### src/rtl/nmea_wind_tx.sv
// nmea_wind_tx
//   Converts an 8-bit wind speed sample into the NMEA 0183 sentence
//   "$WIMWV,000,R,ddd,N,A*hh" followed by CR LF. The sentence is sent on a
//   UART line (8N1, LSB first, idle high).
//
//   The speed is converted to three decimal digits by repeated subtraction.
//   The checksum is folded in as each character is loaded for transmission.
//
// Parameters
//   CLK_FREQ     system clock frequency in Hz
//   BAUD         serial bit rate; CLK_FREQ/BAUD clocks per bit
// Ports
//   clk          system clock, rising edge
//   reset        asynchronous active-high reset
//   speed_in     wind speed 0..255, sampled when speed_valid is high in idle
//   speed_valid  one-cycle qualifier for speed_in
//   tx           serial output
//   busy         high while a sentence is being converted or sent
//   overrun      sticky: a sample arrived while busy; cleared by next capture
module nmea_wind_tx #(
  parameter int CLK_FREQ = 50000000,
  parameter int BAUD     = 4800
) (
  input  logic       clk,
  input  logic       reset,
  input  logic [7:0] speed_in,
  input  logic       speed_valid,
  output logic       tx,
  output logic       busy,
  output logic       overrun
);

  localparam int BAUD_DIV = CLK_FREQ / BAUD;
  localparam int CW       = (BAUD_DIV > 1) ? $clog2(BAUD_DIV) : 1;
  localparam logic [CW-1:0] BAUD_LAST = CW'(BAUD_DIV - 1);

  typedef enum logic [1:0] {
    S_IDLE    = 2'd0,
    S_CONVERT = 2'd1,
    S_SEND    = 2'd2
  } state_t;

  // The character index runs from 0 to 24.
  // The bit index within a character selects the phase:
  //   0      start bit
  //   1..8   data bits, LSB first
  //   9      stop bit
  state_t          state_q, state_d;
  logic [7:0]      rem_q, rem_d;      // remainder of conversion; units at end
  logic [1:0]      hund_q, hund_d;
  logic [3:0]      tens_q, tens_d;
  logic [7:0]      csum_q, csum_d;
  logic [4:0]      idx_q, idx_d;
  logic [3:0]      bit_q, bit_d;
  logic [CW-1:0]   baud_q, baud_d;
  logic [7:0]      char_q, char_d;    // character currently on the line
  logic            tx_q, tx_d;
  logic            busy_q, busy_d;
  logic            overrun_q, overrun_d;
  logic [7:0]      next_char_s;

  // Fold one character into the running XOR checksum.
  function automatic logic [7:0] csum_fold(input logic [7:0] acc, input logic [7:0] ch);
    return acc ^ ch;
  endfunction

  // Convert a decimal digit to ASCII.
  function automatic logic [7:0] dec_ascii(input logic [3:0] d);
    return 8'h30 + {4'h0, d};
  endfunction

  // Convert a nibble to an uppercase ASCII hex digit.
  function automatic logic [7:0] hex_ascii(input logic [3:0] n);
    logic [7:0] r;
    if (n < 4'd10) begin
      r = 8'h30 + {4'h0, n};
    end else begin
      r = 8'h37 + {4'h0, n};
    end
    return r;
  endfunction

  // Return sentence character idx, built from the digits and the checksum.
  function automatic logic [7:0] sentence_char(
    input logic [4:0] idx,
    input logic [1:0] hund,
    input logic [3:0] tens,
    input logic [3:0] units,
    input logic [7:0] csum
  );
    logic [7:0] c;
    case (idx)
      5'd0:    c = 8'h24;                      // '$'
      5'd1:    c = 8'h57;                      // 'W'
      5'd2:    c = 8'h49;                      // 'I'
      5'd3:    c = 8'h4D;                      // 'M'
      5'd4:    c = 8'h57;                      // 'W'
      5'd5:    c = 8'h56;                      // 'V'
      5'd6:    c = 8'h2C;                      // ','
      5'd7:    c = 8'h30;                      // wind angle "000"
      5'd8:    c = 8'h30;
      5'd9:    c = 8'h30;
      5'd10:   c = 8'h2C;
      5'd11:   c = 8'h52;                      // 'R'
      5'd12:   c = 8'h2C;
      5'd13:   c = dec_ascii({2'b00, hund});
      5'd14:   c = dec_ascii(tens);
      5'd15:   c = dec_ascii(units);
      5'd16:   c = 8'h2C;
      5'd17:   c = 8'h4E;                      // 'N'
      5'd18:   c = 8'h2C;
      5'd19:   c = 8'h41;                      // 'A'
      5'd20:   c = 8'h2A;                      // '*'
      5'd21:   c = hex_ascii(csum[7:4]);
      5'd22:   c = hex_ascii(csum[3:0]);
      5'd23:   c = 8'h0D;
      5'd24:   c = 8'h0A;
      default: c = 8'hFF;
    endcase
    return c;
  endfunction

  // Look ahead to the character that follows the one now on the line.
  always_comb begin
    next_char_s = sentence_char(idx_q + 5'd1, hund_q, tens_q, rem_q[3:0], csum_q);
  end

  // Next-state logic: capture, decimal conversion, and the serialiser.
  always_comb begin
    state_d   = state_q;
    rem_d     = rem_q;
    hund_d    = hund_q;
    tens_d    = tens_q;
    csum_d    = csum_q;
    idx_d     = idx_q;
    bit_d     = bit_q;
    baud_d    = baud_q;
    char_d    = char_q;
    tx_d      = tx_q;
    busy_d    = busy_q;
    overrun_d = overrun_q;

    case (state_q)
      S_IDLE: begin
        tx_d   = 1'b1;
        busy_d = 1'b0;
        if (speed_valid) begin
          rem_d     = speed_in;
          hund_d    = 2'd0;
          tens_d    = 4'd0;
          csum_d    = 8'd0;
          idx_d     = 5'd0;
          bit_d     = 4'd0;
          baud_d    = '0;
          busy_d    = 1'b1;
          overrun_d = 1'b0;
          state_d   = S_CONVERT;
        end else begin
          state_d   = S_IDLE;
        end
      end

      S_CONVERT: begin
        if (speed_valid) begin
          overrun_d = 1'b1;
        end else begin
          overrun_d = overrun_q;
        end
        // Subtract one hundred or one ten per cycle. The last cycle
        // launches the start bit of '$' directly.
        if (rem_q >= 8'd100) begin
          rem_d  = rem_q - 8'd100;
          hund_d = hund_q + 2'd1;
        end else if (rem_q >= 8'd10) begin
          rem_d  = rem_q - 8'd10;
          tens_d = tens_q + 4'd1;
        end else begin
          char_d  = sentence_char(5'd0, hund_q, tens_q, rem_q[3:0], csum_q);
          idx_d   = 5'd0;
          bit_d   = 4'd0;
          baud_d  = '0;
          tx_d    = 1'b0;
          state_d = S_SEND;
        end
      end

      S_SEND: begin
        if (speed_valid) begin
          overrun_d = 1'b1;
        end else begin
          overrun_d = overrun_q;
        end
        if (baud_q == BAUD_LAST) begin
          baud_d = '0;
          if (bit_q == 4'd9) begin
            if (idx_q == 5'd24) begin
              state_d = S_IDLE;
              busy_d  = 1'b0;
              tx_d    = 1'b1;
              idx_d   = 5'd0;
              bit_d   = 4'd0;
            end else begin
              // Load the next character and start its start bit with no gap.
              // Characters 1..19 are the ones between '$' and '*'.
              idx_d  = idx_q + 5'd1;
              char_d = next_char_s;
              bit_d  = 4'd0;
              tx_d   = 1'b0;
              if (idx_q < 5'd19) begin
                csum_d = csum_fold(csum_q, next_char_s);
              end else begin
                csum_d = csum_q;
              end
            end
          end else begin
            bit_d = bit_q + 4'd1;
            if (bit_q == 4'd8) begin
              tx_d = 1'b1;
            end else begin
              tx_d = char_q[bit_q[2:0]];
            end
          end
        end else begin
          baud_d = baud_q + CW'(1);
        end
      end

      default: begin
        state_d = S_IDLE;
        tx_d    = 1'b1;
        busy_d  = 1'b0;
      end
    endcase
  end

  // State and output registers; reset forces an idle, quiet line.
  always_ff @(posedge clk or posedge reset) begin
    if (reset) begin
      state_q   <= S_IDLE;
      rem_q     <= 8'd0;
      hund_q    <= 2'd0;
      tens_q    <= 4'd0;
      csum_q    <= 8'd0;
      idx_q     <= 5'd0;
      bit_q     <= 4'd0;
      baud_q    <= '0;
      char_q    <= 8'd0;
      tx_q      <= 1'b1;
      busy_q    <= 1'b0;
      overrun_q <= 1'b0;
    end else begin
      state_q   <= state_d;
      rem_q     <= rem_d;
      hund_q    <= hund_d;
      tens_q    <= tens_d;
      csum_q    <= csum_d;
      idx_q     <= idx_d;
      bit_q     <= bit_d;
      baud_q    <= baud_d;
      char_q    <= char_d;
      tx_q      <= tx_d;
      busy_q    <= busy_d;
      overrun_q <= overrun_d;
    end
  end

  assign tx      = tx_q;
  assign busy    = busy_q;
  assign overrun = overrun_q;

endmodule

### config.mk
export PLATFORM = sky130hd
export DESIGN_NAME = nmea_wind_tx
export DESIGN_NICKNAME = d
export VERILOG_FILES = /design/src/rtl/nmea_wind_tx.sv
export SDC_FILE = /design/constraint.sdc
export NUM_CORES = 1
export LEC_CHECK = 0
export CORE_UTILIZATION = 45
export CTS_CLUSTER_DIAMETER = 80
export DETAILED_ROUTE_END_ITERATION = 8
export PLACE_DENSITY = 0.62
export SLEW_MARGIN = 20
export SYNTH_ARGS = -nofsm -noshare
export SYNTH_HDL_FRONTEND = slang
export SYNTH_SLANG_ARGS = --single-unit
### constraint.sdc
create_clock -name clk -period 7.4 [get_ports clk]
set_clock_uncertainty 0.05 [all_clocks]
set_input_delay 1.48 -clock clk [delete_from_list [all_inputs] [get_ports clk]]
set_output_delay 1.48 -clock clk [all_outputs]
set_load 0.01 [all_outputs]
==> results of run 1 <==
final timing paths:
path	from	slack, ns	cells past startpoint	endpoint
worst max-delay path	speed_valid	3.82	7	bit_q[2]$_DFFE_PP0P_
worst min-delay path	char_q[3]$_DFFE_PP0P_	0.43	1	char_q[3]$_DFFE_PP0P_
worst max register to register	idx_q[1]$_DFFE_PP0P_	4.00	8	csum_q[1]$_DFFE_PP0P_
worst min register to register	char_q[3]$_DFFE_PP0P_	0.43	1	char_q[3]$_DFFE_PP0P_
max in group asynchronous	reset	5.18	3	hund_q[1]$_DFFE_PP0P_
min in group asynchronous	reset	1.61	3	rem_q[4]$_DFFE_PP0P_
layer usage:
layer | vias up | track usage, % | wire length, um
li1 | 1990 | - | -
met3 | 10 | 4.14 | 422
met1 | 1943 | 33.4 | 5370
met5 | - | 0 | 0
met2 | 94 | 37.3 | 5220
met4 | 0 | 7.25 | 134
area by class of cell:
class	count	area share, %
Multi-Input combinational cell	440	57.4
Sequential cell	58	29.9
Tap cell	129	3.32
Clock inverter	6	1.86
Clock buffer	10	2.83
Inverter	22	1.70
Timing Repair Buffer	15	2.99
cells in the final DEF (no fill, tap or decap), drive strengths merged, types with 3 or more instances in the layout:
cell | synthesis | layout
mux2i | 9 | 9
nor4b | 3 | 3
clkinv | 0 | 3
nand4 | 4 | 4
nand3 | 25 | 25
or2 | 3 | 3
and3 | 6 | 6
nor3b | 3 | 3
inv | 22 | 22
a31o | 4 | 4
ha | 18 | 18
a31oi | 12 | 12
o21ai | 47 | 47
xor2 | 11 | 11
nor3 | 12 | 12
clkdlybuf4s50 | 0 | 13
clkbuf | 18 | 10
nor2b | 8 | 8
nor2 | 48 | 48
nand2 | 68 | 68
or3 | 6 | 6
a21oi | 37 | 37
a22oi | 5 | 5
a21o | 5 | 5
a211o | 3 | 3
dfrtp | 57 | 57
o211ai | 7 | 7
o22ai | 10 | 10
a211oi | 7 | 7
o31ai | 5 | 5
xnor2 | 11 | 11
nand2b | 11 | 11
o221ai | 3 | 3
and2 | 6 | 6
o21bai | 5 | 5
o22a | 6 | 6
flip-flops by register name (all words and copies together), names as in the netlist:
signal	count
baud_q	14
bit_q	4
busy	1
char_q	8
csum_q	8
hund_q	2
idx_q	5
overrun	1
rem_q	8
state_q	2
tens_q	4
tx	1
kinds of logic (layout without fill, tap and decap cells):
family / count (synthesis) / after routing / synth area share [%]
XOR/XNOR: 22 / 22 / 4.74
buffers and inverters: 51 / 53 / 4.94
AO/OA/AOI/OAI: 176 / 176 / 26.2
AND/OR/NAND/NOR: 213 / 213 / 23.5
adder cells (fa/ha/maj): 18 / 18 / 5.05
flip-flops: 58 / 58 / 32.6
multiplexers: 11 / 11 / 3.03
where the power goes:
group	switching (mW)	total, mW	internal, mW	leakage, nW
registers	0.0000000000000000138	0.317	0.317	0.719
logic	0.00740	0.0128	0.00544	1.15
clock network	0.135	0.334	0.199	0.112
synth_stat cells (3+ instances only):
cell type                  count
sky130_fd_sc_hd__and3_1        4
sky130_fd_sc_hd__clkbuf_1     17
sky130_fd_sc_hd__nand2b_1     11
sky130_fd_sc_hd__nor3b_1       3
sky130_fd_sc_hd__xnor2_1      10
sky130_fd_sc_hd__o21ai_0      47
sky130_fd_sc_hd__a21o_1        5
sky130_fd_sc_hd__or3_1         6
sky130_fd_sc_hd__inv_1        21
sky130_fd_sc_hd__nor2_1       48
sky130_fd_sc_hd__xor2_1       11
sky130_fd_sc_hd__o211ai_1      7
sky130_fd_sc_hd__nor3_1       12
sky130_fd_sc_hd__a211oi_1      7
sky130_fd_sc_hd__nor4b_1       3
sky130_fd_sc_hd__buf_2         4
sky130_fd_sc_hd__dfrtp_1      57
sky130_fd_sc_hd__a211o_1       3
sky130_fd_sc_hd__ha_1         18
sky130_fd_sc_hd__a21oi_1      37
sky130_fd_sc_hd__o22a_1        6
sky130_fd_sc_hd__o21bai_1      5
sky130_fd_sc_hd__and2_1        5
sky130_fd_sc_hd__o22ai_1      10
sky130_fd_sc_hd__mux2i_1       9
sky130_fd_sc_hd__nand3_1      24
sky130_fd_sc_hd__a31oi_1      10
sky130_fd_sc_hd__o221ai_1      3
sky130_fd_sc_hd__nand2_1      68
sky130_fd_sc_hd__buf_1         3
sky130_fd_sc_hd__nand4_1       4
sky130_fd_sc_hd__nor2b_1       8
sky130_fd_sc_hd__o31ai_1       5
sky130_fd_sc_hd__a22oi_1       5
worst register-to-register path, cell delays in order (launching register included):
cell and delay [ns]:
sky130_fd_sc_hd__dfrtp_1 0.58, sky130_fd_sc_hd__ha_1 0.80, sky130_fd_sc_hd__nand2_1 0.39, sky130_fd_sc_hd__o221ai_1 0.26, sky130_fd_sc_hd__o2111ai_1 0.21, sky130_fd_sc_hd__and3_1 0.30, sky130_fd_sc_hd__and3_4 0.19, sky130_fd_sc_hd__or3_1 0.34
sky130_fd_sc_hd__and3_1 0.16
==> summary by stage, run 1 <==
Flow run
The tool flagged a number of max-cap violations equal to 0.

Route
For this block, the initial DRC count from the detailed router was 171. Summed over all layers, the routed wires come to 11200 um. The routed wirelength normalized by instance count is 16.4 um. The number of antenna-violating nets in the routed design is 0.

The number of iterations in the first detailed-routing pass is 5. The number of vias per cell after detailed routing is 5.94. In the routed design, unresolved DRC markers number 0. The total number of vias is 4037.

Clocking
The number of buffers created by CTS is 9. The clock drives 58 sinks. The number of hold buffers added after CTS was 0. Clock tree synthesis selected as its root buffer the cell sky130_fd_sc_hd__clkbuf_8. The maximum count of clock buffers along a single path is 2. Clock-pin slew was measured on the worst setup and hold paths at 0.07 ns. Post-CTS timing repair inserted 0 buffers for setup. At the later pin of the worst-skew pair, clock insertion delay measures 0.34 ns. The TritonCTS clock tree is built.

The number of H-tree branching levels is 3. The number of gates resized after CTS was 0.

Timing
The number of pins exceeding their max-slew limit in the final report is 0. The pin slew with the least headroom to its limit is 0.947 ns. The count of endpoints failing hold in the final timing report is 0. Adding up every negative setup slack in the final design gives 0 ns. Setup violations remaining at the end of the flow were counted as 0. The smallest clock period supported by the final layout is computed as 3.58 ns. In the finished design, the share of the clock period the worst path needs comes to 48.4%.

In this run the tightest slew margin relative to its limit is 36.6%. Derived from the worst setup path, the maximum achievable clock frequency is 279 MHz. Setup repair after global routing left no endpoint under its margin.

The minimum setup slack in the final design is 3.82 ns. The worst hold margin is 0.435 ns.

Cells and area
0 antenna diodes ended up in the layout. The number of fill cells in the layout is 919. In the final design database the tool counted 575 nets. Registers take 1450 um^2. The utilization after layout is 51.6%. The finished layout holds 680 standard cells, fillers aside. The area used by multi-input combinational logic is 2790 um^2. The cell area after layout is 4860 um^2.

The ratio of cells with drive above 1 in the final layout is 6.90%. The synthesis-to-layout area growth is 8.89%.

Hold path
The tightest min-delay check is of the flop to flop type.

Setup path
STA classifies the critical path startpoint as a primary input. The delay of the slowest critical-path stage is 0.73 ns. The count of buffering cells on the critical path with inverters included is 1. The worst setup path is of the primary input to flop kind. STA puts the critical path data required time at 7.60 ns. Along the worst path, the maximum fanout reaches 14. The critical path's top delay family is simple AND/OR/NAND/NOR gates. STA puts the critical path data arrival time at 3.78 ns. The critical path goes through clkdlybuf4s50_1 > nor2b_1 > nor2_1 > nand2_1 > nor2_1 > nand2_1 > o31ai_1. STA classifies the critical path endpoint as a flop. Among all stages on the critical path, the largest delay is contributed by sky130_fd_sc_hd__nor2_1.

Synthesis
Counting flops with an async set or reset pin after synthesis yields a share of 100%. The synthesized instance count is 549. In the synthesized netlist the dominant register cell turns out to be sky130_fd_sc_hd__dfrtp_1.

The distinct cell type count of the synthesized netlist is 74. Yosys mapped a number of flops with a built-in enable equal to 0. Sequential cells were found to cover 32.6% of the synthesized design area. Of the post-synthesis cell area, the dominant cell type holds 32.0%.

The number of warnings printed during yosys synthesis is 0. The largest total area in the synthesized netlist belongs to sky130_fd_sc_hd__dfrtp_1. The cell area after synthesis is 4460 um^2.

After synthesis, the cell types taking the most area are sky130_fd_sc_hd__dfrtp_1 (32%), sky130_fd_sc_hd__nand2_1 (5.7%), sky130_fd_sc_hd__o21ai_0 (5.3%), sky130_fd_sc_hd__ha_1 (5.1%), sky130_fd_sc_hd__a21oi_1 (4.2%). The number of nets in the synthesized netlist is 578. The count of state elements after synthesis is 58.

A synthesized cell averages 8.12 um^2.

Placement
The global placement routability congestion is 0.918. Prior to clock tree synthesis, the placed netlist has a worst setup slack of 3.46 ns. Once placement finished, the instance area stood at 4630 um^2. The number of buffers added on ports is 13.

Detailed placement ended at an HPWL of 8030 um. The total placed cells including tap cells is 664.

Die
The die is 102 um tall. For this configuration, the core starts out at a cell density of 47.4%. The number of rows created at floorplan is 35. The die covers 10300 um^2. In this run the count of I/O pins placed on the die edge is 14. The horizontal die dimension is 102 um.

The area of the core region is 9420 um^2.

Global route
The global-route usage over all layers is 23.7%. The global-route wire length before repair is 19200 um. The via count of the first global-routing pass is 3811. Entering global routing, the biggest net connects 59 pins. The number of antenna violations at the first check in global routing is 0. For this run the aggregate overflow at the end of global routing stands at 0.

Outcome
The flow ran to the end, and the final reports show no timing, DRC or antenna violations.

Pwr
In this run the power density over the cells is 137 nW/um^2. VDD sags by at most 0.0000997 V. In this run the static leakage power is 1.98 nW. The post-layout total power is 664 uW.
(Power assumes the default switching activity.)
==> run 2: changes to the inputs <==
--- a/config.mk
+++ b/config.mk
@@ -8,7 +8,7 @@
 export CORE_UTILIZATION = 45
 export CTS_CLUSTER_DIAMETER = 80
 export DETAILED_ROUTE_END_ITERATION = 8
-export PLACE_DENSITY = 0.62
+export PLACE_DENSITY = 0.65
 export SLEW_MARGIN = 20
 export SYNTH_ARGS = -nofsm -noshare
 export SYNTH_HDL_FRONTEND = slang
==> constraint.sdc (replaced) <==
create_clock -name clk -period 3 [get_ports clk]
set_clock_uncertainty 0.05 [all_clocks]
set_input_delay 0.6 -clock clk [delete_from_list [all_inputs] [get_ports clk]]
set_output_delay 0.6 -clock clk [all_outputs]
set_load 0.01 [all_outputs]
==> run 2 against run 1 <==
Compared with the run above:
- worst hold slack got worse by 0.0052 ns
- total power increased by 150%
- register-to-register slack got worse by 3.7 ns
- combinational power increased to 2.7 times the previous value
- non-clock buffer count increased by 19
- count of clock-buffer cells in the layout increased by 2
- clock power increased to 2.5 times the previous value
- sequential share of layout area decreased by 0.98 points
- setup slack got worse by 3.5 ns
- highest routed layer unchanged
==> summary by stage, run 2 (same netlist as run 1, synthesis figures left out) <==
Outcome
The run finished with clean final reports.

Hold path
The number of cells on the worst hold path is 1. The path with the worst hold slack has its endpoint at char_q[3]$_DFFE_PP0P_. The worst hold path belongs to the class flop to flop.

The beginning of the worst hold path is char_q[3]$_DFFE_PP0P_.

Timing
The pin slew with the least headroom to its limit is 0.604 ns. Setup repair after global routing left no endpoint under its margin. Of the available clock period, the critical path in the final layout requires 89.8%. In this run the tightest slew margin relative to its limit is 59.7%. The count of endpoints failing hold in the final timing report is 0. Setup violations remaining at the end of the flow were counted as 0. Counting I/O delays and the setup requirement, the final critical path takes 2.69 ns. The setup TNS is 0 ns.

Derived from the worst setup path, the maximum achievable clock frequency is 371 MHz. The number of pins exceeding their max-slew limit in the final report came to 0.

Route
The number of DRC violations after detailed-routing iteration 0 is 268. The final route contains 4143 vias. The number of vias per cell after detailed routing is 5.93. For this run, the detailed router's first-pass iteration total came to 5. After detailed routing, the average wire length per cell comes to 16.4 um. Wires add up to 11500 um. Once detail routing completed, the nets flagged for antenna violations numbered 0. In the routed design, unresolved DRC markers number 0.

Clocking
The number of setup buffers added after CTS is 0. At the later pin of the worst-skew pair, clock insertion delay measures 0.34 ns. TritonCTS built the clock tree. The number of sinks driven by the clock tree is 58.

The clock transition at the registers of the reported paths is 0.07 ns. The H-tree generated during clock tree synthesis spans 3 levels. Once the clock tree was built, the resizer swapped 0 gates to a different size. The number of buffers created by CTS is 9. Buffers inserted to repair hold after CTS numbered 0. In this run the deepest clock path goes through 2 buffers. The tree is rooted in a sky130_fd_sc_hd__clkbuf_8.

Pwr
Per report_power, the combinational group accounts for 2.1% of the total. For this design the total switching power over the nets is 346 uW. The fraction of power spent switching nets is 20.9%. The leakage power figure is 2.08 nW.

The sequential power share is 47.2%. For this design the ratio of total power to cell area is 330 nW/um^2. In this run, the clock network consumes 50.7% of the power. The internal power of the cells totals 1.31 mW.

The largest voltage drop on the vdd net is 0.000239 V.

Setup path
The critical path required time is 3.20 ns. STA classifies the critical path endpoint as a flop. Of all nets on the critical path, the largest fanout is 9.

The startpoint of the most critical register-to-register path is rem_q[2]$_DFFE_PP0P_. STA puts the critical path data arrival time at 2.90 ns. For flop-to-flop paths, the worst setup slack is 0.31 ns. The kind of critical path is flop to flop. The number of cell instances on the worst register-to-register path is 8. The reg-to-reg endpoint is idx_q[0]$_DFFE_PP0P_. The startpoint kind of the worst setup timing path is a flop.

Cells and area
The ratio of cells with drive above 1 in the final layout is 10.2%. The area used by multi-input combinational logic is 2790 um^2. The number of antenna diodes in the final layout is 0. The register with the most flip-flops in the layout has 14 of them. The cell area after layout is 5020 um^2. Compared with the post-synthesis result, the final layout area differs by 12.6%. After filler insertion, the fill cell instance count of the layout stands at 885. In the final design database the tool counted 594 nets. The top cell types in the final layout, fill and taps aside, are sky130_fd_sc_hd__nand2_1 (68), sky130_fd_sc_hd__dfrtp_1 (57), sky130_fd_sc_hd__nor2_1 (48). The commonest non-fill, non-tap cell in the layout is sky130_fd_sc_hd__nand2_1.

The utilization after layout is 53.3%. The register with the most flip-flops in the final layout is baud_q. The area taken by flip-flops and latches is 1450 um^2.

Global route
The global-route usage over all layers is 23.6%. After global routing the overflow that remains totals 0. Entering global routing, the biggest net connects 33 pins.

The met1 track demand over resource in global routing is 31.9%. In this run the most used layer during global routing was met2. The via count of the first global-routing pass was 3864. The met3 routing resource usage after global routing is 3.45%. The number of antenna violations at the first check in global routing is 0. The global-route wire length before repair is 18900 um. For this run, global-route usage on met2 was measured as 38.0%.

Flow run
The tool flagged a number of max-cap violations equal to 0.

Die
The number of rows created at floorplan is 35. The core region is 9420 um^2. For this design the top-level I/O count stands at 14. The initial utilization of the core area, before any placement, comes to 47.4%. The die is 102 um wide. The die span in y is 102 um. The die covers 10300 um^2.

Placement
The post-placement cell area is 4780 um^2. The global placement routability congestion is 0.935. Summed over all nets, the half-perimeter wirelength after detailed placement is 8460 um. The number of buffers added on ports is 13.
## run 2: layer usage
| metal | part of all wire (%) | up-vias |
|---|---|---|
| li1 | - | 2031 |
| met1 | 46 | 1957 |
| met2 | 47 | 133 |
| met3 | 5.4 | 22 |
| met4 | 2.2 | 0 |
| met5 | 0 | - |
## run 2: area by class of cell
cell class              instances  share of cell area, %
clock inverters                 4                   1.47
flip-flops and latches         58                   28.9
repair buffers                 34                   5.98
multi-input cells             440                   55.7
clock buffers                  12                   3.09
inverters                      22                   1.65
well taps                     129                   3.22
## run 2: worst max path at each step
stage                                    start                     to  slack (ns)  cells after the start
after floorplan           idx_q[0]$_DFFE_PP0P_  csum_q[1]$_DFFE_PP0P_        0.43                     10
after global placement    idx_q[0]$_DFFE_PP0P_  csum_q[1]$_DFFE_PP0P_        0.17                      9
after detailed placement  idx_q[0]$_DFFE_PP0P_  csum_q[1]$_DFFE_PP0P_        0.18                      8
after CTS                 idx_q[0]$_DFFE_PP0P_  csum_q[4]$_DFFE_PP0P_        0.14                      9
after global routing      rem_q[2]$_DFFE_PP0P_   idx_q[0]$_DFFE_PP0P_        0.05                      8
final                     rem_q[2]$_DFFE_PP0P_   idx_q[0]$_DFFE_PP0P_        0.31                      8
## run 2: power by group through the flow
stage	logic (mW)	clock network [mW]	registers [mW]
3_5_place_dp	0.0359	0	0.797
4_1_cts	0.0356	0.851	0.782
5_1_grt	0.0390	0.886	0.781
6_report	0.0342	0.840	0.782
3_3_place_gp	0.0351	0	0.797
2_1_floorplan	0.0133	0	0.797
## run 2: through the flow
stage	setup slack [ns]	hold slack [ns]	instances	total power, mW
2_1_floorplan	0.432	0.392	549	0.810
3_3_place_gp	0.169	0.410	683	0.832
3_5_place_dp	0.180	0.418	683	0.832
4_1_cts	0.138	0.431	699	1.67
5_1_grt	0.0521	0.465	699	1.71
6_report	0.306	0.430	699	1.66
## run 2: critical path, cell delays in order, from the launching register on
cell and delay, ns:
sky130_fd_sc_hd__dfrtp_1 0.46, sky130_fd_sc_hd__inv_1 0.13, sky130_fd_sc_hd__ha_1 0.24, sky130_fd_sc_hd__a211oi_2 0.37, sky130_fd_sc_hd__a21oi_1 0.12, sky130_fd_sc_hd__nor2_1 0.33
sky130_fd_sc_hd__nand3_1 0.38, sky130_fd_sc_hd__or3_1 0.44, sky130_fd_sc_hd__o21ai_0 0.09
==> run 3: changes to the inputs <==
--- a/config.mk
+++ b/config.mk
@@ -8,6 +8,7 @@
 export CORE_UTILIZATION = 45
 export CTS_CLUSTER_DIAMETER = 80
 export DETAILED_ROUTE_END_ITERATION = 8
+export HOLD_SLACK_MARGIN = 0.03
 export PLACE_DENSITY = 0.65
 export SLEW_MARGIN = 20
 export SYNTH_ARGS = -nofsm -noshare
==> results of run 3 <==
No change in the layout: final DEF, timing and power equal those of run 2.
